==> config.mk <==
export PLATFORM = sky130hd
export DESIGN_NAME = alu_operand_stage
export DESIGN_NICKNAME = d
export VERILOG_FILES = /design/src/rtl/alu_operand_stage.sv
export SDC_FILE = /design/constraint.sdc
export NUM_CORES = 2
export LEC_CHECK = 0
export BUFFER_PORTS_ARGS = -buffer_cell sky130_fd_sc_hd__buf_2
export CORE_ASPECT_RATIO = 0.5
export CORE_UTILIZATION = 31
export CTS_CLUSTER_DIAMETER = 150
export DETAILED_ROUTE_END_ITERATION = 6
export PLACE_DENSITY = 0.49
export SLEW_MARGIN = 20
export SYNTH_ARGS = -nofsm -noshare
export SYNTH_HDL_FRONTEND = slang
export SYNTH_SLANG_ARGS = --single-unit
==> constraint.sdc <==
create_clock -name clk -period 3.1 [get_ports clk]
set_input_delay 0.62 -clock clk [delete_from_list [all_inputs] [get_ports clk]]
set_output_delay 0.62 -clock clk [all_outputs]
set_load 0.01 [all_outputs]
==> src/rtl/alu_operand_stage.sv <==
// alu_operand_stage
//
// Operand-fetch stage that sits directly in front of the ALU. It holds the
// 32-entry MIPS register file and builds operands A and B plus the opcode Op.
// The stage registers these into one output set that has a valid/ready
// handshake. The stage supports stall, flush and same-cycle write-to-read
// bypass. While a held set is stalled, writeback can refresh its register
// operands.
//
// Ports:
//   clk, rst_n         clock (rising edge) and asynchronous active-low reset
//   in_valid/in_ready  issue handshake from the decoder side
//   rs_addr, rt_addr   source register addresses for A and B
//   imm, sel_imm       16-bit immediate; sel_imm=1 puts the extended imm on B
//   sign_ext           1: sign-extend imm, 0: zero-extend imm
//   op_in              ALU opcode, passed through untouched
//   flush              discards the held operand set (and any same-cycle issue)
//   we, wr_addr, wr_data  register file write port from writeback
//   a, b, op           registered operand set presented to the ALU
//   out_valid/out_ready   handshake toward the ALU

module alu_operand_stage #(
    parameter int NREGS = 32,
    parameter int AW    = 5,
    parameter int DW    = 32
) (
    input  logic          clk,
    input  logic          rst_n,
    input  logic          in_valid,
    output logic          in_ready,
    input  logic [AW-1:0] rs_addr,
    input  logic [AW-1:0] rt_addr,
    input  logic [15:0]   imm,
    input  logic          sel_imm,
    input  logic          sign_ext,
    input  logic [3:0]    op_in,
    input  logic          flush,
    input  logic          we,
    input  logic [AW-1:0] wr_addr,
    input  logic [DW-1:0] wr_data,
    output logic [DW-1:0] a,
    output logic [DW-1:0] b,
    output logic [3:0]    op,
    output logic          out_valid,
    input  logic          out_ready
);

    logic [DW-1:0] regs [NREGS];

    logic [DW-1:0] rs_val;
    logic [DW-1:0] rt_val;
    logic [DW-1:0] imm_ext;
    logic [DW-1:0] b_sel;
    logic          wr_live;
    logic          issue;
    logic          transfer;

    logic [AW-1:0] cap_rs;
    logic [AW-1:0] cap_rt;
    logic          cap_sel_imm;

    // A write to register 0 has no effect, so it must never bypass or refresh.
    assign wr_live = we && (wr_addr != '0);

    // Register 0 always reads as zero. Any other address sees a write that
    // lands on the same edge (write-before-read).
    always_comb begin
        rs_val = regs[rs_addr];
        if (rs_addr == '0) begin
            rs_val = '0;
        end else if (wr_live && (wr_addr == rs_addr)) begin
            rs_val = wr_data;
        end
    end

    always_comb begin
        rt_val = regs[rt_addr];
        if (rt_addr == '0) begin
            rt_val = '0;
        end else if (wr_live && (wr_addr == rt_addr)) begin
            rt_val = wr_data;
        end
    end

    // Immediate extension; the upper bits are either copies of imm[15] or zero.
    always_comb begin
        imm_ext = {{(DW-16){sign_ext & imm[15]}}, imm};
        b_sel   = sel_imm ? imm_ext : rt_val;
    end

    assign in_ready = !out_valid || out_ready;
    assign issue    = in_valid && in_ready;
    assign transfer = out_valid && out_ready;

    // Register file. Entry 0 is never written, so it stays zero after reset.
    always_ff @(posedge clk or negedge rst_n) begin
        if (!rst_n) begin
            for (int i = 0; i < NREGS; i++) begin
                regs[i] <= '0;
            end
        end else if (wr_live) begin
            regs[wr_addr] <= wr_data;
        end
    end

    // Output operand set. Flush beats issue. Issue beats a plain transfer.
    // A stalled set tracks writeback to the registers it was built from, so
    // the ALU never consumes a stale value when it finally accepts the set.
    always_ff @(posedge clk or negedge rst_n) begin
        if (!rst_n) begin
            a           <= '0;
            b           <= '0;
            op          <= 4'b0000;
            out_valid   <= 1'b0;
            cap_rs      <= '0;
            cap_rt      <= '0;
            cap_sel_imm <= 1'b0;
        end else if (flush) begin
            out_valid <= 1'b0;
        end else if (issue) begin
            a           <= rs_val;
            b           <= b_sel;
            op          <= op_in;
            out_valid   <= 1'b1;
            cap_rs      <= rs_addr;
            cap_rt      <= rt_addr;
            cap_sel_imm <= sel_imm;
        end else if (transfer) begin
            out_valid <= 1'b0;
        end else if (out_valid && wr_live) begin
            if (wr_addr == cap_rs) begin
                a <= wr_data;
            end
            if (!cap_sel_imm && (wr_addr == cap_rt)) begin
                b <= wr_data;
            end
        end
    end

endmodule

==> results.md <==
* GRT Util Overall at 21.86%
* DIE AREA at 188500 sq um
* Rows at 111
* Layout cells sized above 1 at 53.81%
* Setup WS post-layout at 0.6269 ns
* IO buf count at 144
* Core box area at 184300 sq um
* Syn Inst Count at 3930
* Insertion delay to the later sink of the worst-skew pair at 0.75 ns
* Wirelength per Cell at 31.23 um
* DPL Wire Length at 127200 um
* Register area share after synthesis at 47.75%
* Syn_area_per_cell at 14.72 sq um
* Ys async rst share at 100.0%
* Post-Syn Area at 57850 sq um
* EDFF count, synth at 0
* Place WS at 0.1852 ns
* Worst hold path type: input pin to register
* Placer Congestion at 0.8130
* Static Leak at 28.75 nW
* Max VDD drop at 417.6 uV
* Initial Utilization at 31.39%
* Final setup vio count at 0
* Period minus WS final at 2.473 ns
* YS warnings at 0
* Syn-to-layout area delta at 16.29%
* H-Tree Depth at 3
* Crit path max fanout at 16
* Crit end category: register
* Syn nets at 4005
* Final antenna-violating net count at 0
* Number of global-route vias before repair at 39490
* # DRC at 0
* Clock share of power at 33.7%
* Skew final at 0.03394 ns
* Sw Pwr at 0.01190 W
* Post-route cell area at 67280 sq um
* Placed inst area at 63460 sq um
* Synth cell types at 43
* Largest net degree at the start of global routing at 100
* Overflow after GRT at 0
* Setup TNS at 0 ns
* Critical path arrival at 3.07 ns
* Worst slew pin tran at 1.083 ns
* CTS tree: built
* Status: finished clean
* Routed WL at 205500 um
* Vias at 37660
* Seq cells post-synth at 1104
* Max-slew violations at 0
* Die H at 307.5 um
* Worst R2R Path Depth at 9
* Die W at 612.9 um
* Startpoint types: register
* Max Fclk at 404.4 MHz
* Deepest clock path buffer count at 3
* Switching Fraction at 27.98%
* Top FF cell, synth: dfrtp_1
* CTS Root Buffer Type: clkbuf_16
* Comb pwr share at 20.7%
* First-pass GRT wire length at 297700 um
* Max-cap violations at 0
* CTS sink count at 1104
* Post-CTS setup buffer count at 0
* Slew headroom at 27.64%
* I/O pin cnt at 145
* # resized after CTS at 0
* Final hold viol count at 0
* # fillers at 17410
* PwrDens at 632.3 nW/um^2
* Hold_buf cts at 1
* Sequential power share at 45.6%
* WHS Path Cells at 3
* Drt via density at 5.721
* RSZ-0062 raised after global routing: no
* Iteration-0 DRC Markers at 3308
* Setup CP Type: register to register
* Tot Pwr at 0.04254 W
* Commonest non-fill, non-tap cells in the layout: 1104 x dfrtp_1, 1056 x mux2_2, 512 x mux4_2
* # nets final at 4072
* Initial antenna violation count at 17
* Hold slack final at 0.05865 ns
* CP required at 3.70 ns
* Fin crit share at 79.78%
* P_int at 0.03064 W
* TritonCTS buffer count at 109
* Most common cell after layout, fill and taps aside: dfrtp_1
* TritonRoute pass-1 iters at 6
* Clock transition at path regs at 0.07 ns
==> worst paths after layout <==
kind,startpoint,to,slack (ns)
worst min register to register,regs[997],regs[997],0.39
min in group asynchronous,rst_n,regs[581],0.41
worst max register to register,out_valid,b[20],0.63
max in group asynchronous,rst_n,regs[218],1.59
worst max-delay path,out_valid,b[20],0.63
worst min-delay path,op_in[3],op[3],0.06
==> cell type report <==
class | count | area [sq um] | share of cell area [%]
multi-input combinational | 2386 | 28580 | 42.48
sequential | 1104 | 27630 | 41.06
timing repair buffer | 394 | 4149 | 6.167
clock buffer | 156 | 3247 | 4.826
tap | 2486 | 3110 | 4.623
clock inverter | 43 | 531.8 | 0.7904
antenna | 11 | 27.53 | 0.04091
inverter | 2 | 7.507 | 0.01116
==> metal layers <==
metal  vias to the layer above  wire length, um  track usage, %  share of wire, %
met4                         0             7306           7.619               3.6
met3                       328            12150           4.066               5.9
met5                         -                0               0                 0
li1                      15240                -               -                 -
met1                     20790            88900           29.70                43
met2                      1298            97170           35.09                47
==> synth_stat cells, drive strengths merged (4+ instances only) <==
master | n | share of area, %
clkbuf | 232 | 1.5
a211o | 15 | 0.23
xnor2 | 4 | 0.061
nand3b | 4 | 0.052
xor2 | 16 | 0.24
a221o | 43 | 0.74
nor4 | 35 | 0.39
o21ai | 5 | 0.043
nand2 | 161 | 1.0
nand3 | 23 | 0.20
mux2i | 79 | 1.4
o22ai | 64 | 0.69
mux4 | 512 | 20
nor3 | 17 | 0.16
a22oi | 80 | 1.0
and2 | 4 | 0.043
buf | 206 | 1.8
mux2 | 1056 | 21
a21oi | 84 | 0.73
a2111oi | 4 | 0.061
dfrtp | 1104 | 48
nor2b | 8 | 0.087
nand2b | 4 | 0.043
nor2 | 149 | 0.97
==> power by group through the flow <==
stage / sequential, W / combinational [W] / clock (W)
2_1_floorplan: 0.0187 / 0.00638 / 0
3_3_place_gp: 0.0194 / 0.00870 / 0
3_5_place_dp: 0.0196 / 0.00887 / 0
4_1_cts: 0.0193 / 0.00891 / 0.0146
5_1_grt: 0.0197 / 0.00945 / 0.0153
6_report: 0.0194 / 0.00882 / 0.0143
==> worst max-delay path: stages (launching register included) <==
cell and delay (ns):
dfrtp_1 0.37, nor2b_1 0.16, inv_1 0.11, nand3b_1 0.11
a31oi_1 0.46, nand3_1 0.29, buf_12 0.24, o22ai_1 0.29
buf_4 0.20, nor4_1 0.05
==> cell families (layout without fill, tap and decap cells) <==
group / Yosys count / after routing / share of synthesized area (%)
muxes: 1647 / 1647 / 41.85
DFF: 1104 / 1104 / 47.75
and+or+nand+nor: 416 / 416 / 3.123
xor gates and xnor gates: 20 / 20 / 0.3028
other: 0 / 11 / 0
AOI/OAI and AO/OA: 303 / 303 / 3.653
buffers and inverters: 440 / 595 / 3.318
==> flip-flops by register name (all words and copies together) (netlist names) <==
register	cells
a	32
cap_rs	5
regs	1024
b	32
out_valid	1
cap_sel_imm	1
op	4
cap_rt	5
==> stage by stage <==
stage / util, % / instances
final: 36.51 / 6582
after global routing: 36.50 / 6581
after CTS: 36.49 / 6571
after detailed placement: 34.43 / 6371
after global placement: 34.43 / 6371
after floorplan: - / 3930
Note: power is estimated with default switching activity, not from simulation.
